$ cat src/rtl/mem_port_arbiter.sv
// mem_port_arbiter: shares one memory port between the inst (m0) and data (m1) masters.
// Define MEM_ARB_PERF_CNT_EN to add per-master transfer and conflict counters.
package mem_port_arbiter_pkg;
   typedef enum logic [1:0] {
      MEM_W_BYTE = 2'd0,
      MEM_W_HALF = 2'd1,
      MEM_W_WORD = 2'd2
   } mem_w_size_e;
endpackage

// state     | meaning
// S_IDLE    | no grant locked; arbitrate among valid masters each cycle
// S_LOCK_M0 | m0 was granted but slave stalled; m0 held until its transfer
// S_LOCK_M1 | m1 was granted but slave stalled; m1 held until its transfer
module mem_port_arbiter
   import mem_port_arbiter_pkg::*;
#(
   parameter int ADDR_WIDTH    = 32,
   parameter int DATA_WIDTH    = 32,
   parameter bit DATA_PRIORITY = 1'b1
) (
   input  logic                  i_clk,
   input  logic                  i_rst_n,
   input  logic                  i_m0_valid,
   input  logic                  i_m0_w_en,
   input  logic [ADDR_WIDTH-1:0] i_m0_addr,
   input  logic [DATA_WIDTH-1:0] i_m0_w_data,
   input  mem_w_size_e           i_m0_w_size,
   output logic                  o_m0_ready,
   output logic [DATA_WIDTH-1:0] o_m0_r_data,
   input  logic                  i_m1_valid,
   input  logic                  i_m1_w_en,
   input  logic [ADDR_WIDTH-1:0] i_m1_addr,
   input  logic [DATA_WIDTH-1:0] i_m1_w_data,
   input  mem_w_size_e           i_m1_w_size,
   output logic                  o_m1_ready,
   output logic [DATA_WIDTH-1:0] o_m1_r_data,
   output logic                  o_s_valid,
   output logic                  o_s_w_en,
   output logic [ADDR_WIDTH-1:0] o_s_addr,
   output logic [DATA_WIDTH-1:0] o_s_w_data,
   output mem_w_size_e           o_s_w_size,
   input  logic                  i_s_ready,
   input  logic [DATA_WIDTH-1:0] i_s_r_data
`ifdef MEM_ARB_PERF_CNT_EN
   ,
   output logic [31:0]           o_m0_xfer_cnt,
   output logic [31:0]           o_m1_xfer_cnt,
   output logic [31:0]           o_conflict_cnt
`endif
);

   typedef enum logic [1:0] {S_IDLE, S_LOCK_M0, S_LOCK_M1} state_e;
   typedef enum logic [1:0] {LAST_NONE, LAST_M0, LAST_M1} last_e;

   state_e r_state;
   state_e w_next_state;
   last_e  r_last;
   logic   r_rsp_owner;
   logic   w_gnt_vld;
   logic   w_gnt;
   logic   w_xfer;

   always_comb begin
      w_next_state = r_state;
      w_gnt_vld    = 1'b0;
      w_gnt        = 1'b0;
      unique case (r_state)
         S_IDLE: begin
            if (i_m0_valid && i_m1_valid) begin
               w_gnt_vld = 1'b1;
               case (r_last)
                  LAST_M0: w_gnt = 1'b1;
                  LAST_M1: w_gnt = 1'b0;
                  default: w_gnt = DATA_PRIORITY;
               endcase
            end else if (i_m0_valid) begin
               w_gnt_vld = 1'b1;
               w_gnt     = 1'b0;
            end else if (i_m1_valid) begin
               w_gnt_vld = 1'b1;
               w_gnt     = 1'b1;
            end
            if (w_gnt_vld && !i_s_ready)
               w_next_state = w_gnt ? S_LOCK_M1 : S_LOCK_M0;
         end
         S_LOCK_M0: begin
            w_gnt     = 1'b0;
            w_gnt_vld = i_m0_valid;
            if (!i_m0_valid || i_s_ready)
               w_next_state = S_IDLE;
         end
         S_LOCK_M1: begin
            w_gnt     = 1'b1;
            w_gnt_vld = i_m1_valid;
            if (!i_m1_valid || i_s_ready)
               w_next_state = S_IDLE;
         end
         default: w_next_state = S_IDLE;
      endcase
      // Outputs go quiet the moment reset asserts, even with masters still requesting.
      w_gnt_vld = w_gnt_vld & i_rst_n;
   end

   assign w_xfer = w_gnt_vld & i_s_ready;

   always_ff @(posedge i_clk or negedge i_rst_n) begin
      if (!i_rst_n) begin
         r_state     <= S_IDLE;
         r_last      <= LAST_NONE;
         r_rsp_owner <= 1'b0;
      end else begin
         r_state <= w_next_state;
         if (w_xfer) begin
            r_last      <= w_gnt ? LAST_M1 : LAST_M0;
            r_rsp_owner <= w_gnt;
         end
      end
   end

   assign o_s_valid   = w_gnt_vld;
   assign o_s_w_en    = w_gnt_vld & (w_gnt ? i_m1_w_en : i_m0_w_en);
   assign o_s_addr    = w_gnt_vld ? (w_gnt ? i_m1_addr : i_m0_addr) : '0;
   assign o_s_w_data  = w_gnt_vld ? (w_gnt ? i_m1_w_data : i_m0_w_data) : '0;
   assign o_s_w_size  = w_gnt_vld ? (w_gnt ? i_m1_w_size : i_m0_w_size) : MEM_W_BYTE;
   assign o_m0_ready  = w_gnt_vld & ~w_gnt & i_s_ready;
   assign o_m1_ready  = w_gnt_vld &  w_gnt & i_s_ready;
   assign o_m0_r_data = (i_rst_n && !r_rsp_owner) ? i_s_r_data : '0;
   assign o_m1_r_data = (i_rst_n &&  r_rsp_owner) ? i_s_r_data : '0;

`ifdef MEM_ARB_PERF_CNT_EN
   logic        w_conflict;
   logic [31:0] r_m0_xfer_cnt;
   logic [31:0] r_m1_xfer_cnt;
   logic [31:0] r_conflict_cnt;

   always_comb begin
      w_conflict = 1'b0;
      case (r_state)
         S_LOCK_M0: w_conflict = i_m1_valid;
         S_LOCK_M1: w_conflict = i_m0_valid;
         default:   w_conflict = i_m0_valid & i_m1_valid;
      endcase
   end

   always_ff @(posedge i_clk or negedge i_rst_n) begin
      if (!i_rst_n) begin
         r_m0_xfer_cnt  <= '0;
         r_m1_xfer_cnt  <= '0;
         r_conflict_cnt <= '0;
      end else begin
         if (w_xfer && !w_gnt) r_m0_xfer_cnt <= r_m0_xfer_cnt + 32'd1;
         if (w_xfer &&  w_gnt) r_m1_xfer_cnt <= r_m1_xfer_cnt + 32'd1;
         if (w_conflict)       r_conflict_cnt <= r_conflict_cnt + 32'd1;
      end
   end

   assign o_m0_xfer_cnt  = r_m0_xfer_cnt;
   assign o_m1_xfer_cnt  = r_m1_xfer_cnt;
   assign o_conflict_cnt = r_conflict_cnt;
`endif

endmodule

$ cat config.mk
export PLATFORM = sky130hd
export DESIGN_NAME = mem_port_arbiter
export DESIGN_NICKNAME = d
export VERILOG_FILES = /design/src/rtl/mem_port_arbiter.sv
export SDC_FILE = /design/constraint.sdc
export NUM_CORES = 1
export LEC_CHECK = 0
export BUFFER_PORTS_ARGS = -buffer_cell sky130_fd_sc_hd__clkbuf_2
export CAP_MARGIN = 20
export CORE_AREA = 2 2 120 122
export CTS_CLUSTER_DIAMETER = 60
export CTS_CLUSTER_SIZE = 40
export DETAILED_ROUTE_END_ITERATION = 10
export DIE_AREA = 0 0 122 124
export GPL_ROUTABILITY_DRIVEN = 0
export MAX_ROUTING_LAYER = met4
export SYNTH_ARGS = -nofsm -noshare
export SYNTH_HDL_FRONTEND = slang
export SYNTH_SLANG_ARGS = --single-unit
$ cat constraint.sdc
create_clock -name i_clk -period 3.21 [get_ports i_clk]
set_input_delay 0 -clock i_clk [delete_from_list [all_inputs] [get_ports i_clk]]
set_output_delay 0 -clock i_clk [all_outputs]
set_load 0.01 [all_outputs]
# After elaboration in Yosys (flattened, before gate mapping)
# Cells that the tools add are included.
# Widths: inputs -> output; s select.
[word_totals] latchBits=0 ff_bits=5 elab_cells=54 output_inout_bits=134 ram_bits=0 memories=0 romBits=0
[classes] div_mod_pow=0 bitwise=8 eq_ne=6 muxes=25 reduce_logical=12 magnitude_cmp=0 n_addsub=0 shifts=0 n_mul=0
[op_table] op="$mux 32" n=6
[op_table] op="$mux 2" n=7
[op_table] op="$mux 1" n=9
[op_table] op="$and 1x1->1" n=7
[op_table] op="$ne 2x2->1 const B" n=3
[op_table] op="$pmux 2 s3" n=1
[op_table] op="$eq 2x2->1 const B" n=2
[op_table] op="$logic_and 1x1->1" n=4
[op_table] op="$logic_not 1->1" n=4
[op_table] op="$pmux 1 s3" n=1
[op_table] op="$reduce_and 3->1" n=1
[op_table] op="$eq 2x1->1 const B" n=1
[op_table] op="$logic_not 2->1" n=1
[op_table] op="$logic_or 1x1->1" n=2
[op_table] op="$pmux 1 s2" n=1
[op_table] op="$not 1->1" n=1

# Depth between registers and ports, before layout
[depth] ltp_word=8 mapped_depth=7

# Worst setup path after synthesis
# Ideal clock, no wire load.
[synth_path] path_type="reg-to-reg" start="register r_state[1]" end="register r_last[1]" arrival_time_ps=1194 path_stages_with_launch=5 synth_period_minus_slack_ps=1318 setup_ps=125 path_slack_ps=1892 path_cell_list="dfrtp_1 and4bb_4 buf_12 nor2_2 mux2_2"
[synth_via] elab_chain_len=4
[synth_rtl] element="from (decl)" line_no="56" text="state_e r_state;"
[synth_rtl] element="from (signal assigned)" line_no="113" text="r_state <= w_next_state;"
[synth_rtl] element="$eq 2x2->1 (tied with other cells)" line_no="68" text="unique case (r_state)"
[synth_rtl] element="$pmux 1 s3" line_no="68"
[synth_rtl] element="$and 1x1->1" line_no="102" text="w_gnt_vld = w_gnt_vld & i_rst_n;"
[synth_rtl] element="$and 1x1->1" line_no="105" text="assign w_xfer = w_gnt_vld & i_s_ready;"
[synth_rtl] element="to (signal assigned)" line_no="115" text="r_last <= w_gnt ? LAST_M1 : LAST_M0;"
[synth_rtl] element="to (decl)" line_no="58" text="last_e r_last;"
# Parallel ways exist; a longest one is shown, timed or not.
# A chain may end at the register's enable or synchronous reset.

# Final worst setup path
[layout_path] start="register r_state[1]" end="output port o_s_addr[13]"
[layout_via] elab_chain_len=4
[layout_rtl] element="$eq 2x2->1 (tied with other cells)" line_no="68"
[layout_rtl] element="$pmux 1 s3 or $pmux 1 s2 (tied branches)" line_no="68"
[layout_rtl] element="$and 1x1->1 or $mux 32 (tied branches)" line_no="102, 123"
[layout_rtl] element="$mux 32 (*)" line_no="123" text="assign o_s_addr = w_gnt_vld ? (w_gnt ? i_m1_addr : i_m0_addr) : '0;"
[layout_rtl] element="to (decl)" line_no="40" text="output logic [ADDR_WIDTH-1:0] o_s_addr,"
# Every way passes the cells marked *; elsewhere a longest branch is shown, timed or not.

==> results.md <==
- The run finished with clean final reports.
- The number of detailed-routing iterations run before antenna repair is 4.
- The mean instance size in the synthesized netlist is 6.245 um^2.
- After legalization and detailed placement, the total HPWL measured 7958 um.
- TritonCTS built the clock tree.
- The count of antenna diodes in the layout is 0.
- The mapped netlist covers 2130 um^2.
- Setup repair after global routing left no endpoint under its margin.
- Ranked by total cell area, the synthesized netlist is headed by sky130_fd_sc_hd__nand3_1, sky130_fd_sc_hd__a21oi_1, sky130_fd_sc_hd__o21ai_0, sky130_fd_sc_hd__and2_1, sky130_fd_sc_hd__and3_1.
- The total negative setup slack is 0 ns.
- The maximum clock path buffer count is 2.
- The number of nets handed over by synthesis was 512.
- The share of synthesized area in the top cell type comes to 0.1575.
- The detailed-route via count is 3571.
- Clock tree synthesis selected as its root buffer the cell sky130_fd_sc_hd__clkbuf_16.
- The residual overflow from global routing is 0.
- The number of antenna violations at the first check in global routing was 0.
- In this run the critical register-to-register path is captured at r_last[1].
- The worst setup path is launched from a flip-flop.
- The number of buffer and inverter stages on the critical path is 2.
- The die area is 15130 um^2.
- After synthesis, the share of flip-flops with an asynchronous set or reset is 1.000.
- The total global-route track usage is 0.1208.
- The flop and latch count out of synthesis is 4.
- In the layout the commonest cells are sky130_fd_sc_hd__clkbuf_2, sky130_fd_sc_hd__nand3_1, sky130_fd_sc_hd__a21oi_1.
- The depth of the CTS H-tree is 1.
- Counting I/O delays and the setup requirement, the final critical path takes 2.113 ns.
- The count of cell types in the netlist is 29.
- The number of hold violations in the final report was 0.
- The peak supply drop is 0.0001279 V.
- The number of global-route vias before repair is 3025.
- In this run the worst hold path is classified as primary input to flip-flop.
- Across the routed clock network, the largest skew measured is 0.001340 ns.
- For the worst flop-to-flop path, the logic depth is 4.
- The gate count of the mapped netlist is 341.
- The count of yosys warnings during synthesis is 0.
- The most used flip-flop cell after synthesis is sky130_fd_sc_hd__dfrtp_1.
- Dividing the final minimum period by the clock period gives 0.6581.
- At the end of the flow, the number of nets in the layout was 784.
- In this run the count of I/O pins placed on the die edge is 305.
- The routed length per placed instance is 13.11 um.
- The setup slack of the most critical reg-to-reg path is 1.33 ns.
- The remaining max-slew budget at the tightest pin is 0.3335.
- Clock-pin slew was measured on the worst setup and hold paths at 0.03 ns.
- The total length of routed wires is 10370 um.
- Across the run, the number of max-cap violations was 0.
- The slowest library cell on the worst path is sky130_fd_sc_hd__and4bb_4.
- The critical path crosses 5 cells after its start point.
- The effective utilization at floorplan is 0.1552.
- The quantity of I/O buffers inserted on ports is 304.
- The die span in y is 124 um.
- The static leakage is 2.106 nW.
- The most critical setup path has its startpoint at r_state[1].
- The area growth from synthesis to final layout is 77.97%.
- The most common cell after layout, fill and taps aside is sky130_fd_sc_hd__clkbuf_2.
- Entering global routing, the biggest net connects 71 pins.
- In this run the horizontal extent of the chip is 122 um.
- The number of slew-limit violations in the final report is 0.
- The clock sink total is 4.
- The share of the Yosys chip area taken by registers is 0.04700.
- The later pin in the worst-skew pair is clocked with a latency of 0.22 ns.
- The count of nets left with antenna violations after detail routing is 0.
- Traced cell by cell, the critical path runs through and4bb_4 -> buf_12 -> o21ai_0 -> a21oi_1 -> clkbuf_2.
- For this run, design rule violations remaining after detail routing come to 0.
- In this run, post-CTS repair resized a total of 0 instances.
- The required arrival time at the worst endpoint is 3.21 ns.
- The minimum setup slack in the final design is 1.097 ns.
- The end point of the critical path is o_s_addr[13].
- The fraction of final layout cells sized beyond drive strength 1 is 0.5957.
- The cell row count is 43.
- The launch point of the worst reg-to-reg path is r_state[1].
- The count of final setup violators is 0.
- The worst hold slack is 0.1551 ns.
- For this design the ratio of total power to cell area is 307.0 nW/um^2.
- The biggest area contributor in the post-synthesis netlist is sky130_fd_sc_hd__nand3_1.
- Data arrives at the worst endpoint at 2.11 ns.
- By startpoint and endpoint, the worst setup path is classified as flip-flop to output port.
- The kind of cell with the highest combined delay along the critical path is simple AND/OR/NAND/NOR gates.
- The number of synthesized flops with an enable pin is 0.
- The maximum achievable frequency is 473.4 MHz.
- The largest fanout on the critical path is 41.
- The first-pass GRT wire length is 14410 um.
- The number of vias per cell is 4.515.
- The worst setup slack after placement is 1.310 ns.
- The placeable core area is 13720 um^2.
- The element type at the critical path end is an output port.
- Clock tree synthesis inserted a total of 3 buffers.
- The detailed router finished its first iteration with 102 violations.
- At the pin with the least slew margin, the transition time is 0.9997 ns.
- For this run, the slowest stage of the critical path takes 0.69 ns.
[tightest hold or removal path: stages]
cell and delay (ns):
sky130_fd_sc_hd__clkbuf_2 0.13, sky130_fd_sc_hd__o21ai_0 0.16, sky130_fd_sc_hd__nor2_1 0.05
[routing by layer]
metal,vias up,global-route usage,part of all wire
li1,1774,-,-
met1,1605,0.1374,0.40
met2,188,0.2284,0.52
met3,4,0.01648,0.079
met4,0,0.01940,0.0032
met5,-,-,0
[kinds of logic (layout without fill, tap and decap cells)]
family                 Yosys count  after routing  share of synthesized area
flip-flops                       4              4                    0.04701
buffers and inverters           51            321                     0.1481
AO/OA/AOI/OAI                  140            140                     0.4072
AND/OR/NAND/NOR                144            144                     0.3878
multiplexers                     2              2                   0.009988
[where the power goes]
group	internal, mW	switching (mW)	total (mW)	leakage [nW]
sequential	0.0611	0.0118	0.0730	0.0500
clock	0.159	0.0354	0.195	0.0370
combinational	0.372	0.524	0.896	2.02
[cells in the mapped netlist, types with 2 or more instances]
library cell	count
sky130_fd_sc_hd__nor3_1	2
sky130_fd_sc_hd__and2_1	32
sky130_fd_sc_hd__buf_6	2
sky130_fd_sc_hd__a21oi_1	49
sky130_fd_sc_hd__inv_1	3
sky130_fd_sc_hd__buf_4	9
sky130_fd_sc_hd__buf_12	3
sky130_fd_sc_hd__nor2b_1	2
sky130_fd_sc_hd__dfrtp_1	4
sky130_fd_sc_hd__o21ai_0	48
sky130_fd_sc_hd__nand2_1	2
sky130_fd_sc_hd__and3_1	32
sky130_fd_sc_hd__nand2b_1	2
sky130_fd_sc_hd__clkbuf_1	13
sky130_fd_sc_hd__clkbuf_2	4
sky130_fd_sc_hd__o21ai_2	20
sky130_fd_sc_hd__buf_2	17
sky130_fd_sc_hd__nand3_1	67
sky130_fd_sc_hd__a21oi_2	20
[stage by stage]
| step | cell area (um^2) | cells | power, mW | utilization |
|---|---|---|---|---|
| 5_1_grt | 3790 | 791 | 1.260 | 0.2762 |
| 3_5_place_dp | 3695 | 786 | 0.9709 | 0.2693 |
| 2_1_floorplan | 2130 | 341 | 0.6455 | - |
| 3_3_place_gp | 3695 | 786 | 0.9721 | 0.2693 |
| 6_report | 3790 | 791 | 1.163 | 0.2762 |
| 4_1_cts | 3790 | 791 | 1.172 | 0.2762 |
[flip-flops by register name, indices dropped and copies added, names as in the netlist]
signal   count
r_state      2
r_last       2
[how the worst min path moves through the flow]
stage	startpoint	end	cells past startpoint
3_3_place_gp	i_s_ready	r_state[0]	2
5_1_grt	i_m0_valid	r_state[0]	3
6_report	i_m1_valid	r_state[1]	3
3_5_place_dp	i_rst_n	r_last[0]	2
2_1_floorplan	i_rst_n	r_last[0]	0
4_1_cts	i_m1_valid	r_state[1]	3
[cell type report]
type                       count  area [um^2]
clock buffer                   3        75.07
inverter                       3        11.26
sequential                     4        100.1
multi-input combinational    286         1744
fill                        1544         9930
tap                          180        225.2
timing repair buffer         315         1634
[repair_timing]
action | 4_1_cts | 5_1_grt
hold endpoints to repair | 5 | 0
endpoints found under the setup margin | 0 | 0
hold buffers | 2 | 0
buffers inserted | 0 | 0
Note: power is estimated with default switching activity, not from simulation.
